File: src/rtl/dmem_access_ctrl_if.sv
// Data-memory port bundle between the access controller (master) and the memory (slave).
interface dmem_access_ctrl_if #(
    parameter int unsigned ADDR_W = 32,
    parameter int unsigned DATA_W = 32
);
    logic              req;
    logic              we;
    logic [ADDR_W-1:0] addr;
    logic [DATA_W-1:0] wdata;
    logic              ready;
    logic [DATA_W-1:0] rdata;

    modport master (
        output req,
        output we,
        output addr,
        output wdata,
        input  ready,
        input  rdata
    );

    modport slave (
        input  req,
        input  we,
        input  addr,
        input  wdata,
        output ready,
        output rdata
    );
endinterface

File: src/rtl/dmem_access_ctrl.sv
// Sequences EX/MEM loads/stores onto a variable-latency data memory, stalling the
// pipeline while an access is outstanding and flagging misaligned or timed-out accesses.
module dmem_access_ctrl #(
    parameter int unsigned ADDR_W  = 32,
    parameter int unsigned DATA_W  = 32,
    parameter int unsigned TIMEOUT = 16,
    parameter int unsigned CNT_W   = 5
) (
    input  logic                 clk,
    input  logic                 reset,
    input  logic                 mem_read,
    input  logic                 mem_write,
    input  logic [ADDR_W-1:0]    addr,
    input  logic [DATA_W-1:0]    wdata,
    dmem_access_ctrl_if.master   dmem,
    output logic                 stall,
    output logic [DATA_W-1:0]    rdata,
    output logic                 load_done,
    output logic                 misalign_err,
    output logic                 timeout_err
);
    localparam logic [CNT_W-1:0] CNT_LAST = CNT_W'(TIMEOUT - 1);

    typedef enum logic [1:0] {
        IDLE = 2'd0,
        BUSY = 2'd1,
        DONE = 2'd2
    } state_t;

    state_t           state;
    logic [CNT_W-1:0] cnt;
    logic             acc;
    logic             aligned;

    assign acc     = mem_read | mem_write;
    assign aligned = (addr[1:0] == 2'b00);

    // Pipeline is released during reset so nothing stays frozen on a stale request.
    assign stall = reset & (((state == IDLE) & acc & aligned) | (state == BUSY));

    always_ff @(posedge clk or negedge reset) begin
        if (!reset) begin
            state        <= IDLE;
            cnt          <= '0;
            dmem.req     <= 1'b0;
            dmem.we      <= 1'b0;
            dmem.addr    <= '0;
            dmem.wdata   <= '0;
            rdata        <= '0;
            load_done    <= 1'b0;
            misalign_err <= 1'b0;
            timeout_err  <= 1'b0;
        end else begin
            load_done    <= 1'b0;
            misalign_err <= 1'b0;
            timeout_err  <= 1'b0;
            case (state)
                IDLE: begin
                    if (acc) begin
                        if (aligned) begin
                            dmem.req   <= 1'b1;
                            dmem.we    <= mem_write;
                            dmem.addr  <= addr;
                            dmem.wdata <= wdata;
                            cnt        <= '0;
                            state      <= BUSY;
                        end else begin
                            misalign_err <= 1'b1;
                            state        <= DONE;
                        end
                    end
                end
                BUSY: begin
                    cnt <= cnt + CNT_W'(1);
                    // A completion in the last allowed cycle still wins over the abort.
                    if (dmem.ready) begin
                        dmem.req <= 1'b0;
                        if (!dmem.we) begin
                            rdata     <= dmem.rdata;
                            load_done <= 1'b1;
                        end
                        state <= DONE;
                    end else if (cnt == CNT_LAST) begin
                        dmem.req    <= 1'b0;
                        rdata       <= '0;
                        timeout_err <= 1'b1;
                        state       <= DONE;
                    end
                end
                DONE: begin
                    state <= IDLE;
                end
                default: begin
                    state <= IDLE;
                end
            endcase
        end
    end
endmodule
File: src/flat_wrapper.sv
// flat-port wrapper written by rule: the top's interface ports become plain ports
module dmem_access_ctrl_flat 
#(
    parameter int unsigned ADDR_W  = 32,
    parameter int unsigned DATA_W  = 32,
    parameter int unsigned TIMEOUT = 16,
    parameter int unsigned CNT_W   = 5
)
  (clk, reset, mem_read, mem_write, addr, wdata, stall, rdata, load_done, misalign_err, timeout_err, dmem_req, dmem_we, dmem_addr, dmem_wdata, dmem_ready, dmem_rdata);
  dmem_access_ctrl_if #(.ADDR_W(ADDR_W), .DATA_W(DATA_W)) dmem_i ();
  input  logic clk;
  input  logic reset;
  input  logic mem_read;
  input  logic mem_write;
  input  logic [ADDR_W-1:0] addr;
  input  logic [DATA_W-1:0] wdata;
  output logic stall;
  output logic [DATA_W-1:0] rdata;
  output logic load_done;
  output logic misalign_err;
  output logic timeout_err;
  output wire logic [$bits(dmem_i.req)-1:0] dmem_req;
  output wire logic [$bits(dmem_i.we)-1:0] dmem_we;
  output wire logic [$bits(dmem_i.addr)-1:0] dmem_addr;
  output wire logic [$bits(dmem_i.wdata)-1:0] dmem_wdata;
  input wire logic [$bits(dmem_i.ready)-1:0] dmem_ready;
  input wire logic [$bits(dmem_i.rdata)-1:0] dmem_rdata;
  assign dmem_req = dmem_i.req;
  assign dmem_we = dmem_i.we;
  assign dmem_addr = dmem_i.addr;
  assign dmem_wdata = dmem_i.wdata;
  assign dmem_i.ready = dmem_ready;
  assign dmem_i.rdata = dmem_rdata;
  dmem_access_ctrl #(.ADDR_W(ADDR_W), .DATA_W(DATA_W), .TIMEOUT(TIMEOUT), .CNT_W(CNT_W)) u_core (.clk(clk), .reset(reset), .mem_read(mem_read), .mem_write(mem_write), .addr(addr), .wdata(wdata), .dmem(dmem_i), .stall(stall), .rdata(rdata), .load_done(load_done), .misalign_err(misalign_err), .timeout_err(timeout_err));
endmodule
File: config.mk
export PLATFORM = sky130hd
export DESIGN_NAME = dmem_access_ctrl_flat
export DESIGN_NICKNAME = d
export VERILOG_FILES = /design/src/rtl/dmem_access_ctrl_if.sv /design/src/rtl/dmem_access_ctrl.sv /design/src/flat_wrapper.sv
export SDC_FILE = /design/constraint.sdc
export NUM_CORES = 1
export LEC_CHECK = 0
export CORE_AREA = 2 2 102 104
export DETAILED_ROUTE_END_ITERATION = 8
export DIE_AREA = 0 0 104 106
export GPL_ROUTABILITY_DRIVEN = 0
export PLACE_DENSITY = 0.93
export SYNTH_ARGS = -nofsm -noshare
export SYNTH_HDL_FRONTEND = slang
export SYNTH_SLANG_ARGS = --single-unit
File: constraint.sdc
create_clock -name clk -period 4.2 [get_ports clk]
set_input_delay 0.42 -clock clk [delete_from_list [all_inputs] [get_ports clk]]
set_output_delay 0.42 -clock clk [all_outputs]
set_load 0.01 [all_outputs]
### Word level (Yosys, flattened, before mapping)

Index checks and enable logic that the tools add are counted.
Widths: inputs -> output; s select.

| cells by class | value |
|---|---|
| add/subtract/negate cells | 1 |
| eq/ne operators | 6 |
| muxes and demuxes | 25 |
| bitwise logic cells | 5 |
| reductions and logical operators | 9 |

Operators with widths:

| cell | count |
|---|---|
| $mux 32 | 3 |
| $mux 1 | 13 |
| $mux 5 | 2 |
| $pmux 5 s2 | 1 |
| $reduce_and 3->1 | 3 |
| $mux 2 | 4 |
| $add 5x1->5 const B | 1 |
| $eq 5x4->1 const B | 1 |
| $logic_not 2->1 | 2 |
| $ne 2x1->1 const B | 2 |
| $pmux 2 s2 | 1 |
| $reduce_and 4->1 | 1 |
| $reduce_bool 2->1 | 2 |
| $and 1x1->1 | 3 |
| $ne 3x3->1 const B | 1 |
| $eq 2x1->1 const B | 1 |
| $ne 2x2->1 const B | 1 |
| $or 1x1->1 | 2 |
| $pmux 1 s2 | 1 |
| $reduce_and 2->1 | 1 |

| word-level totals | value |
|---|---|
| flip-flop bits (word level) | 108 |
| input port bits | 101 |
| output and inout port bits | 102 |
| word-level logic and storage cells | 56 |

### Depth between registers and ports, before layout

| depth | value |
|---|---|
| depth after elaboration | 5 |
| mapped depth | 8 |
| depth with buffers taken out | 6 |

### Least setup slack after synthesis

OpenSTA, ideal clock, no wires.

| path | value |
|---|---|
| path kind | register to register |
| start | reg u_core.cnt[0] |
| end | reg u_core.rdata[0] |
| library setup time | 0.079 ns |
| data arrival time | 1.730 ns |
| slack | 2.390 ns |
| cell stages (with the launch flop) | 9 |
| path buffers | 2 |
| period minus slack after synthesis | 1.810 ns |
| cells stage by stage | dfrtp_1 > ha_1 > and3_1 > ha_1 > nor2_1 > a211o_1 > buf_2 > buf_2 > mux2i_1 |

| on the way | value |
|---|---|
| longest elaborated chain between the ends | 3 |

Ends and longest elaborated chain:

| item | line | text |
|---|---|---|
| from (decl) | dmem_access_ctrl.sv:31 | `logic [CNT_W-1:0] cnt;` |
| from (signal assigned) | dmem_access_ctrl.sv:74 | `cnt <= cnt + CNT_W'(1);` |
| $eq 5x4->1 | dmem_access_ctrl.sv:83 | `end else if (cnt == CNT_LAST) begin` |
| $reduce_bool 2->1 (no line) | -- |  |
| $reduce_and 3->1 (no line) | -- |  |
| to (signal assigned) | dmem_access_ctrl.sv:79 | `rdata <= dmem.rdata;` |
| to (decl) | dmem_access_ctrl.sv:17 | `output logic [DATA_W-1:0] rdata,` |

No other way between the ends.
A chain may end at the register's enable or synchronous reset.

### Final worst setup path

| path | value |
|---|---|
| start | in addr[1] |
| end | out stall |

| on the way | value |
|---|---|
| longest elaborated chain between the ends | 4 |

Ends and longest elaborated chain:

| item | line | text |
|---|---|---|
| from (decl) | flat_wrapper.sv:15 | `input logic [ADDR_W-1:0] addr;` |
| $logic_not 2->1 | dmem_access_ctrl.sv:36 | `assign aligned = (addr[1:0] == 2'b00);` |
| $and 1x1->1 | dmem_access_ctrl.sv:39 | `assign stall = reset & (((state == IDLE) & acc & aligned) \| (state == BUSY));` |
| $or 1x1->1 | dmem_access_ctrl.sv:39 |  |
| $and 1x1->1 | dmem_access_ctrl.sv:39 |  |
| to (decl) | flat_wrapper.sv:17 | `output logic stall;` |

No other way between the ends.

==> results.py <==
metrics = {
    "pwr": {
        "p_clk_frac": 0.136,
        "peakVddDrop_uv": 313,
        "p_comb_frac": 0.453,
        "power.density_nw_per_um2": 665,
        "p_seq_frac": 0.412,
        "swShare": 0.310,
        "p_leak_nw": 3.07,
        "p_sw_mw": 1.37,
        "p_int_mw": 3.06,
    },
    "critical_path": {
        "path_buf_inv": 2,
        "worst_ep_required_time_ps": 3780,
        "crit_chain": "clkdlybuf4s50_1 > nor4_4 > o21ai_0 > a21boi_0 > clkdlybuf4s50_1",
        "cp-end-kind": "output port",
        "cp_common_cell": "clkdlybuf4s50_1",
        "arrival_ps": 2310,
        "r2r_start": "u_core.state[0]",
        "start_kind": "input port",
        "crit_start": "addr[1]",
        "path_delay_family": "buffers and inverters",
        "crit_path_top_delay_cell": "clkdlybuf4s50_1",
        "rr_worst_depth": 4,
        "worst-path-stages": 5,
        "slowest_delay_ps": 600,
        "r2r-end": "u_core.dmem.addr[8]",
        "path_class": "input port to output port",
        "reg2reg_slack_ps": 1840,
        "cp_max_fo": 4,
        "cp-endpoint": "stall",
    },
    "clocking": {
        "root_buffer": "clkbuf_8",
        "cts_setup_buffers": 0,
        "h-tree-depth": 3,
        "post_cts_resized": 0,
        "clkTransAtPathRegs_ps": 100,
        "hold_buffers": 0,
        "numCtsBuffers": 9,
        "clk_latency_ps": 360,
        "cts_tree": "done",
        "cts_sinks": 108,
        "cts_buffer_depth": 2,
    },
    "route": {
        "vias": 3162,
        "wirelength_mm": 10.9,
        "drt_iter0_drc": 103,
        "drc": 0,
        "dr.pass1.iters": 4,
        "via_per_inst": 4.77,
        "antenna_left": 0,
        "post_drt_wl_per_cell_um": 16.4,
    },
    "sta": {
        "hold_viol": 0,
        "hold_ws_ps": 89.8,
        "fin_crit_ps": 2730,
        "clock.fmax_mhz": 366,
        "finalCritPeriodShare": 0.650,
        "rsz0062_at_grt": "false",
        "relSlewSlack": 0.408,
        "slew_viol_final": 0,
        "final-setup-viol-count": 0,
        "setup-tns-final_ps": 0,
        "worstMarginPinSlew_ps": 888,
        "finalClockSkew_ps": 14.3,
    },
    "global_routing": {
        "grt.overflow.total": 0,
        "antenna_found_initial": 0,
        "grt_pass1_wl_mm": 17.5,
        "gr-usage-all-layers": 0.201,
        "grt_pass1_vias": 3422,
        "grt_max_degree": 57,
    },
    "synth": {
        "syn_inst": 325,
        "synth_ff_type": "dfrtp_1",
        "synth_area_per_cell_um2": 13.5,
        "ys_seq_area_frac": 0.615,
        "async_flop_share": 1.00,
        "synth_edf_count": 0,
        "ys_ff_latch": 108,
        "syn-num-nets": 428,
        "synth_common_cells": "dfrtp_1 (108), mux2_2 (48), nand2_1 (39), inv_1 (34), mux2i_1 (32)",
        "synth.most_common_cell": "dfrtp_1",
        "synth_area_leader_cell": "dfrtp_1",
        "synth_area_leaders": "dfrtp_1 (62%), mux2_2 (12%), mux2i_1 (7.3%), mux2_4 (3.4%), nand2_1 (3.3%)",
        "synth_top_area_share": 0.615,
        "netlist_area_um2": 4390,
        "ys_types": 34,
        "yosysWarnings": 0,
    },
    "status": {
        "status": "completed",
    },
    "floorplanning": {
        "coreArea_um2": 10000,
        "rows": 37,
        "die_area_um2": 11000,
        "die_y_um": 106,
        "initial_core_util": 0.439,
        "io_pins": 203,
        "die_w_um": 104,
    },
    "finish": {
        "post_route_cells_drive_above_1_share": 0.152,
        "final_util": 0.667,
        "area_delta_synth_final_pct": 51.9,
        "n_antenna_cell": 0,
        "fin_nets": 627,
    },
    "job": {
        "maxCapViolCount": 0,
    },
    "placed_design": {
        "dpl.hpwl_mm": 8.31,
        "portBuffers": 202,
    },
    "hold_path": {
        "min_path_type": "input port to asynchronous set/reset pin",
    },
}
-- cell families (layout without fill, tap and decap cells) --
logic type               count (synthesis)  in the layout  synth area share
AND/OR/NAND/NOR                         57             57            0.0604
multiplexers                            94             94             0.240
adder cells (fa/ha/maj)                  2              2           0.00569
flip-flops                             108            108             0.615
AO/OA/AOI/OAI                           12             12            0.0182
buffers and inverters                   51            253            0.0584
XOR/XNOR                                 1              1           0.00199
-- state kept, by name, indices dropped and copies added, names as in the netlist --
signal	flops
u_core.timeout_err	1
u_core.dmem.wdata	32
u_core.rdata	32
u_core.state	2
u_core.load_done	1
u_core.cnt	5
u_core.dmem.req	1
u_core.misalign_err	1
u_core.dmem.we	1
u_core.dmem.addr	32
-- power by group through the flow --
stage / combinational [mW] / clock [mW] / sequential, mW
final: 2.01 / 0.602 / 1.83
after global routing: 2.14 / 0.663 / 1.89
after CTS: 2.04 / 0.622 / 1.83
after detailed placement: 2.03 / 0 / 1.85
after global placement: 1.95 / 0 / 1.82
after floorplan: 0.594 / 0 / 2.03
-- area by class of cell --
type	count	area (µm²)
sequential	108	2700
timing repair buffer	205	2050
clock inverter	4	52.6
fill	772	3330
clock buffer	10	128
multi-input combinational	166	1440
inverter	34	128
tap	136	170
-- layout by cell type (no fill, tap or decap), types with 2 or more instances in the layout --
cell type and n:
dfrtp_1 108, mux2_2 48, nand2_1 39, o22ai_1 2
and2_1 2, nor2_1 4, mux2i_1 32, ha_1 2
mux2_1 4, clkinvlp_4 3, inv_1 34, buf_4 3
o21ai_0 5, clkdlybuf4s50_1 201, clkbuf_8 9, nor3b_1 2
mux2_4 10
-- how the worst min path moves through the flow --
stage | end | slack (ps) | start
final | u_core.dmem.wdata[5] | 90 | reset
after global routing | u_core.dmem.wdata[5] | 140 | reset
after global placement | u_core.dmem.addr[1] | 480 | u_core.dmem.addr[1]
after floorplan | u_core.cnt[0] | 120 | reset
after CTS | u_core.dmem.wdata[5] | 110 | reset
after detailed placement | u_core.dmem.wdata[6] | 480 | u_core.dmem.wdata[6]
-- metal layers --
layer	track usage	routed length, µm	up-vias
li1	-	-	1465
met1	0.240	4300	1550
met2	0.349	5530	130
met3	0.0589	841	17
met4	0.0714	202	0
met5	0	0	-
-- per-stage QoR --
step / setup WS, ps / instances / power (mW) / cell area (µm²)
4_1_cts: 1450 / 663 / 4.49 / 6670
5_1_grt: 1270 / 663 / 4.69 / 6670
2_1_floorplan: 2390 / 325 / 2.62 / 4390
6_report: 1470 / 663 / 4.44 / 6670
3_5_place_dp: 1400 / 649 / 3.88 / 6490
3_3_place_gp: 1480 / 649 / 3.77 / 6490
Note: power is estimated with default switching activity, not from simulation.
